--- config.mk ---
export PLATFORM = sky130hd
export DESIGN_NAME = small_divider
export DESIGN_NICKNAME = d
export VERILOG_FILES = /design/src/rtl/small_divider.sv
export SDC_FILE = /design/constraint.sdc
export NUM_CORES = 1
export LEC_CHECK = 0
export CAP_MARGIN = 20
export CORE_ASPECT_RATIO = 1.4
export CORE_MARGIN = 2
export CORE_UTILIZATION = 48
export DETAILED_ROUTE_END_ITERATION = 10
export PLACE_DENSITY = 0.8
export SLEW_MARGIN = 15
export SYNTH_ARGS = -nofsm -noshare
export SYNTH_HDL_FRONTEND = slang
export SYNTH_SLANG_ARGS = --single-unit
export TNS_END_PERCENT = 100
--- constraint.sdc ---
create_clock -name clk -period 1.8 [get_ports clk]
set_clock_uncertainty 0.1 [all_clocks]
set_input_delay 0.54 -clock clk [delete_from_list [all_inputs] [get_ports clk]]
set_output_delay 0.54 -clock clk [all_outputs]
set_load 0.005 [all_outputs]
--- src/rtl/small_divider.sv ---
// small_divider: sequential restoring divider that recovers a base value and
// its remainder from a display coordinate scaled by a small constant (1..3).
// Produces one quotient bit per clock, MSB first, behind a start/done handshake.
//
// Ports:
//   clk          rising-edge system clock
//   reset_n      asynchronous active-low reset
//   start        request, sampled only while idle
//   dividend     WIDTH+1-bit unsigned dividend, captured on the accepting edge
//   divisor      2-bit unsigned divisor, captured on the accepting edge
//   busy         high while an operation is in progress (CALC or FINISH)
//   done         one-cycle pulse; quotient/remainder/div_by_zero are valid
//   quotient     registered WIDTH+1-bit quotient
//   remainder    registered 2-bit remainder
//   div_by_zero  registered flag for the last completed operation
module small_divider #(
  parameter int unsigned WIDTH = 8
) (
  input  logic             clk,
  input  logic             reset_n,
  input  logic             start,
  input  logic [WIDTH:0]   dividend,
  input  logic [1:0]       divisor,
  output logic             busy,
  output logic             done,
  output logic [WIDTH:0]   quotient,
  output logic [1:0]       remainder,
  output logic             div_by_zero
);

  localparam int unsigned DW = WIDTH + 1;
  localparam int unsigned CW = $clog2(DW + 1);

  typedef enum logic [1:0] {
    IDLE   = 2'd0,
    CALC   = 2'd1,
    FINISH = 2'd2
  } state_t;

  state_t           state;
  logic [WIDTH:0]   dvd_sh;   // captured dividend, shifted left one bit per step
  logic [1:0]       dsr;      // captured divisor
  logic [1:0]       rem_acc;  // running partial remainder (always < divisor)
  logic [WIDTH-1:0] q_acc;    // quotient bits produced so far
  logic [CW-1:0]    cnt;      // steps remaining

  logic [2:0]       partial_c;
  logic             ge_c;
  logic [1:0]       rem_step_c;
  logic [WIDTH:0]   q_step_c;

  // One restoring step: bring down the next dividend bit and try a subtract.
  // When the subtract fails, partial < divisor <= 3, so its low two bits are
  // the whole value.
  always_comb begin
    partial_c  = {rem_acc, dvd_sh[WIDTH]};
    ge_c       = (partial_c >= {1'b0, dsr});
    rem_step_c = ge_c ? 2'(partial_c - {1'b0, dsr}) : partial_c[1:0];
    q_step_c   = {q_acc, ge_c};
  end

  // Control FSM with datapath and registered outputs.
  always_ff @(posedge clk or negedge reset_n) begin
    if (!reset_n) begin
      state       <= IDLE;
      dvd_sh      <= '0;
      dsr         <= '0;
      rem_acc     <= '0;
      q_acc       <= '0;
      cnt         <= '0;
      busy        <= 1'b0;
      done        <= 1'b0;
      quotient    <= '0;
      remainder   <= '0;
      div_by_zero <= 1'b0;
    end else begin
      case (state)
        IDLE: begin
          done <= 1'b0;
          if (start) begin
            dvd_sh  <= dividend;
            dsr     <= divisor;
            rem_acc <= '0;
            q_acc   <= '0;
            busy    <= 1'b1;
            if (divisor != 2'd0) begin
              cnt   <= CW'(DW);
              state <= CALC;
            end else begin
              // Division by zero completes immediately with a saturated quotient.
              quotient    <= '1;
              remainder   <= '0;
              div_by_zero <= 1'b1;
              done        <= 1'b1;
              state       <= FINISH;
            end
          end
        end

        CALC: begin
          rem_acc <= rem_step_c;
          q_acc   <= q_step_c[WIDTH-1:0];
          dvd_sh  <= {dvd_sh[WIDTH-1:0], 1'b0};
          cnt     <= cnt - CW'(1);
          if (cnt == CW'(1)) begin
            quotient    <= q_step_c;
            remainder   <= rem_step_c;
            div_by_zero <= 1'b0;
            done        <= 1'b1;
            state       <= FINISH;
          end
        end

        FINISH: begin
          done  <= 1'b0;
          busy  <= 1'b0;
          state <= IDLE;
        end

        default: begin
          done  <= 1'b0;
          busy  <= 1'b0;
          state <= IDLE;
        end
      endcase
    end
  end

endmodule

==> reports/summary.txt, run 1 <==
Post-detailed-route wirelength per cell: 15.9 um
Seq/Total Area, Yosys: 54.0%
Synth top area share: 54.0%
Leading area contributor after synthesis: dfrtp_1
Hold Fails Final Rpt: 0
RSZ-0062 raised after global routing: yes
Crit path max fanout: 6
Synth Flop Type: dfrtp_1
Tightest Hold Check Type: input pin to asynchronous set/reset pin
Root buf cell: clkbuf_8
Clock slew at reported path FFs: 80 ps
Final min period: 1810 ps
Overflow after GRT: 0
Ys async rst share: 100%
Overall routing resource usage: 19.9%
Mapped Cells: 175
Top post-synthesis cells by area: dfrtp_1, mux2i_1, o21ai_0
Max Fclk: 553 MHz
Most frequent cells in the layout: dfrtp_1, o21ai_0, mux2i_1, buf_4, nand2_1
Synthesis-to-finish area growth: 31.5%
HPWL Detailed: 2.79 mm
# port buffers: 27
Final Cycle Share: 101%
VDD IR-drop max: 1140 uV
Power density over the cells: 1740 mW/mm2
Final instance area: 0.00250 mm2
Status: finished with violations
Layout cell share with drive strength beyond 1: 18.9%
Cell area after synthesis: 0.00190 mm2
Worst-margin pin slew: 477 ps
Placement Cell Area: 0.00232 mm2
Vias per cell: 5.50
Number of distinct library cells after synthesis: 35
CTS Buffer Depth: 2
# rows: 27
Worst setup EP type: register
Vias in the first global route: 1447
CTS HTree Levels: 2
DR DRC count: 0
Largest net degree at the start of global routing: 42
Max-cap violations: 0
# IOs: 28
Final nets: 240
Final WS setup: -9.62 ps
Syn_nets: 193
Die Span Y: 78.4 um
1st-pass router iterations: 4
WS Path Type: register to register
Post-synth EDFFs: 0
Fillers: 324
Worst setup SP type: register
First-pass GRT wire length: 6.80 mm
Commonest non-fill, non-tap cell in the layout: dfrtp_1
CTS buffer count: 5
Leakage power: 1.19 nW
Die width: 57.2 um
Final WL: 4.22 mm
Antenna diode count: 0
Worst-Skew Late Latency: 300 ps
Vias: 1457
Die ar.: 0.00448 mm2
GPL Wtd Cong: 0.801
Initial DRC count: 22
Post-synthesis register bit count: 41
Slew HR: 68.1%
Warnings, synthesis: 0
Initial Util: 49.3%
CP required: 1910 ps
Failing checks: negative setup slack
CTS tree: yes
Total clock sinks: 41
Initial antenna violation count: 0
Slew Limit Fails: 0
CORE AREA: 0.00385 mm2
Place WS: -334 ps
CP arrival: 1920 ps
Syn_area_per_cell: 10.9 um2
Setup violators final: 2
ANT nets after route: 0
## report_power, final
group	leakage [nW]	total [W]	internal [W]	switching, W
Sequential	0.497	0.00166	0.00134	0.000317
Clock	0.0433	0.000616	0.000303	0.000313
Combinational	0.648	0.00207	0.00106	0.00101
## flip-flops by register name (all words and copies together) (netlist names)
register	cells
done	1
q_acc	8
div_by_zero	1
dvd_sh	9
remainder	2
rem_acc	2
cnt	4
quotient	9
dsr	2
busy	1
state	2
## synth_stat cells, drive strengths merged, types with 3 or more instances
cell and number:
mux2i 17, buf 4, nand2b 3, o21ai 18
dfrtp 41, nor2 11, a21oi 7, inv 15
a22o 8, ha 4, and2b 3, nand2 16
clkbuf 4
## per-layer routing
layer,GRT usage (%),share of wire [%]
met5,0,0
met4,9.77,3.2
met3,4.94,3.2
met2,32.4,51
met1,24.4,43
## what timing repair did
item	in CTS	in global routing
gates cloned	0	1
pin swaps	0	2
endpoints found under the hold margin	0	0
setup buffers	2	3
hold buffers	0	0
resized for setup	11	12
setup endpoints to repair	14	15
## cell type report
cell class / instances / area (um2) / area share, %
clock buffers: 6 / 82.6 / 3.31
flip-flops and latches: 41 / 1030 / 41.1
well taps: 43 / 53.8 / 2.15
repair buffers: 48 / 478 / 19.1
inverters: 15 / 56.3 / 2.25
clock inverters: 1 / 7.51 / 0.301
multi-input cells: 111 / 792 / 31.7
## path summary, 6_finish.rpt
check | cells after the start | startpoint | to | slack (ps)
worst min register to register | 2 | dvd_sh[2] | dvd_sh[2] | 390
worst min-delay path | 2 | reset_n | q_acc[1] | 90
worst max-delay path | 6 | cnt[1] | quotient[4] | -10
max in group asynchronous | 2 | reset_n | cnt[0] | 1280
worst max register to register | 6 | cnt[1] | quotient[4] | -10
min in group clk | 2 | dvd_sh[2] | dvd_sh[2] | 390
## critical path, cell delays in order, from the launching register on
cell,delay (ps)
dfrtp_1,400
inv_2,90
ha_4,130
or3b_4,390
o22ai_4,260
buf_12,160
mux2i_1,190
## kinds of logic after synthesis
| kind of cell | synth area share [%] |
|---|---|
| compound gates | 16.5 |
| flops | 54.0 |
| buf+inv | 5.66 |
| simple gates | 11.6 |
| fa+ha+maj | 2.64 |
| mux | 9.55 |
## through the flow
stage               cells  hold WS, ps  TNS, ps  utilization [%]  power (W)
floorplan             175          144        0                -    0.00281
global placement      252          363    -4280             60.2    0.00352
detailed placement    252          371    -5010             60.2    0.00362
CTS                   261          102        0             62.6    0.00422
global route          265          111     -675             64.8    0.00468
finish                265         94.2    -12.8             64.8    0.00435
Power figures use the tool's default switching activity.
==> run 2, diff against run 1 <==
==> constraint.sdc (replaced) <==
create_clock -name clk -period 1.8 [get_ports clk]
set_clock_uncertainty 0.1 [all_clocks]
set_input_delay 0.27 -clock clk [delete_from_list [all_inputs] [get_ports clk]]
set_output_delay 0.27 -clock clk [all_outputs]
set_load 0.005 [all_outputs]
==> run 2 against run 1 <==
  * The flow still finishes with violations (negative setup slack)
  * Via count decreased by 1.2%
  * Worst hold slack improved by 270 ps
  * Cell count decreased by 0.75%
  * Routed wire length decreased by 3.3%
  * Largest power group unchanged
  * Critical path depth decreased by 1
  * Highest routed layer unchanged
  * Register-to-register slack got worse by 30 ps
  * Clock power decreased by 3%
  * Worst setup slack got worse by 26 ps
  * Count of clock-buffer cells in the layout decreased by 1
  * Sequential power about the same
  * Power decreased by 0.90%
==> reports/summary.txt, run 2 (synthesis results as in run 1) <==
Clock slew at reported path FFs: 90 ps (about the same)
Overall routing resource usage: 19.1% (-0.84 points)
Worst setup SP type: register
Crit-path cells: inv_1 > ha_1 > a2111oi_0 > a211oi_1 > a2bb2o_1
Hold Fails Final Rpt: 0 (unchanged)
Overflow after GRT: 0 (unchanged)
Slew HR: 66.8% (-1.3 points)
Register area: 0.00103 mm2 (-0.12%)
Vias: 1440 (-1.2%)
Die width: 57.2 um (unchanged)
Place WS: -73.8 ps (+261 ps)
Power density over the cells: 1750 mW/mm2 (+0.36%)
Final Cycle Share: 102% (+1.5 points)
Final nets: 237 (-1.3%)
Largest net degree at the start of global routing: 27 (-36%)
Root buf cell: clkbuf_8
Sw power: 0.00162 W (-1.3%)
Sw Ratio: 37.6% (-0.14 points)
Layout cell share with drive strength beyond 1: 16.8% (-2.1 points)
Antenna diode count: 0 (unchanged)
Initial Util: 49.3% (unchanged)
Area of the multi-input gates: 786 um2 (-0.79%)
Largest registers: dvd_sh (9), quotient (9), q_acc (8)
Initial antenna violation count: 0 (unchanged)
DR DRC count: 0 (unchanged)
Total clock sinks: 41 (unchanged)
Fillers: 318 (-1.9%)
Synthesis-to-finish area growth: 29.8%
Die ar.: 0.00448 mm2 (unchanged)
Crit-path leading delay family: compound AO/OA/AOI/OAI gates
Most frequent cells in the layout: dfrtp_1, clkdlybuf4s50_1, o21ai_0, mux2i_1, nand2_1
CP arrival: 1920 ps (about the same)
Worst r2r path cells: 5 (-1)
Final WL: 4.08 mm (-3.3%)
Worst-margin pin slew: 497 ps (+20.0 ps)
WP depth: 5 (-1)
First-pass GRT wire length: 6.61 mm (-2.7%)
Vias in the first global route: 1431 (-1.1%)
GPL Wtd Cong: 0.762 (-4.9%)
CTS Buffer Depth: 2 (unchanged)
1st-pass router iterations: 4 (unchanged)
WS Path Type: register to register
Status: finished with violations
Crit path max fanout: 3 (-3)
CP required: 1890 ps (-20 ps)
Setup violators final: 2 (unchanged)
Leakage power: 1.12 nW (-5.5%)
CTS tree: yes
# IOs: 28 (unchanged)
Tightest Hold Check Type: input pin to asynchronous set/reset pin
Failing checks: negative setup slack
Max Fclk: 545 MHz (-1.4%)
Final min period: 1840 ps (+26.2 ps)
# rows: 27 (unchanged)
Power share of the clock group: 13.9% (-0.3 points)
Worst setup EP type: register
Critical path's slowest cell: dfrtp_1
Comb pwr share: 47.7% (about the same)
Die Span Y: 78.4 um (unchanged)
CTS HTree Levels: 2 (unchanged)
Utilization after layout: 64.0% (-0.81 points)
HPWL Detailed: 2.75 mm (-1.3%)
# port buffers: 27 (unchanged)
Final WS setup: -35.8 ps (-26.2 ps)
Slew Limit Fails: 0 (unchanged)
Worst path max stage delay: 380 ps (-20 ps)
Internal: 0.00269 W (-0.68%)
Commonest non-fill, non-tap cell in the layout: dfrtp_1
Vias per cell: 5.48 (-0.42%)
RSZ-0062 raised after global routing: yes
Sequential power share: 38.4% (+0.2 points)
Initial DRC count: 32 (+45%)
Max-cap violations: 0 (unchanged)
Post-detailed-route wirelength per cell: 15.5 um (-2.6%)
WP buf/inv: 1 (-1)
Worst-Skew Late Latency: 300 ps (about the same)
VDD IR-drop max: 1020 uV (-10%)
CTS buffer count: 5 (unchanged)
ANT nets after route: 0 (unchanged)
CORE AREA: 0.00385 mm2 (unchanged)
==> run 2: timing repair <==
item,CTS,global route
endpoints found under the hold margin,20,0
cloned,0,1
pin swaps,0,1
hold buffers,1,0
setup endpoints to repair,1,10
setup buffers,0,1
resized for setup,1,4
==> run 2: routing by layer <==
metal  up-vias  share of wire [%]  wire [um]  GRT usage [%]
met5         -                  0          0              0
met4         0                2.2         91           7.21
li1        690                  -          -              -
met2        27                 51       2080           30.0
met1       712                 43       1760           25.4
met3        11                3.5        144           4.61
==> run 2: through the flow <==
step                area [um2]  total power [W]  cells  TNS (ps)  hold WS, ps
floorplan                 1900          0.00281    175         0         -126
global placement          2320          0.00354    252     -86.2          159
finish                    2470          0.00431    263     -65.2          361
global route              2470          0.00461    263      -542          415
detailed placement        2320          0.00360    252      -513          162
CTS                       2420          0.00423    261         0          371
==> run 2: cell type report <==
class | count | area share (%)
multi-input combinational | 111 | 31.9
clock buffer | 5 | 2.79
clock inverter | 3 | 0.710
tap | 43 | 2.18
sequential | 41 | 41.6
timing repair buffer | 45 | 18.6
inverter | 15 | 2.28
==> run 2: final timing paths <==
path / from / endpoint / slack [ps]
hold / removal: reset_n / quotient[7] / 360
max in group asynchronous: reset_n / state[1] / 750
setup reg to reg: dvd_sh[8] / remainder[1] / -40
hold reg to reg: dvd_sh[7] / dvd_sh[7] / 390
setup / recovery: dvd_sh[8] / remainder[1] / -40
min in group clk: dvd_sh[7] / dvd_sh[7] / 390
==> run 2: power by group through the flow <==
stage          clock, W  combinational, W  sequential, W
2_1_floorplan         0           0.00122        0.00158
3_3_place_gp          0           0.00190        0.00164
3_5_place_dp          0           0.00195        0.00165
4_1_cts        0.000604           0.00199        0.00164
5_1_grt        0.000638           0.00227        0.00171
6_report       0.000600           0.00206        0.00165
==> run 3, diff against run 2 <==
--- a/config.mk
+++ b/config.mk
@@ -11,7 +11,7 @@
 export CORE_UTILIZATION = 48
 export DETAILED_ROUTE_END_ITERATION = 10
 export PLACE_DENSITY = 0.8
-export SLEW_MARGIN = 15
+export SLEW_MARGIN = 25
 export SYNTH_ARGS = -nofsm -noshare
 export SYNTH_HDL_FRONTEND = slang
 export SYNTH_SLANG_ARGS = --single-unit
==> results of run 3 <==
The final DEF is identical to that of run 2; final timing and power are the same.
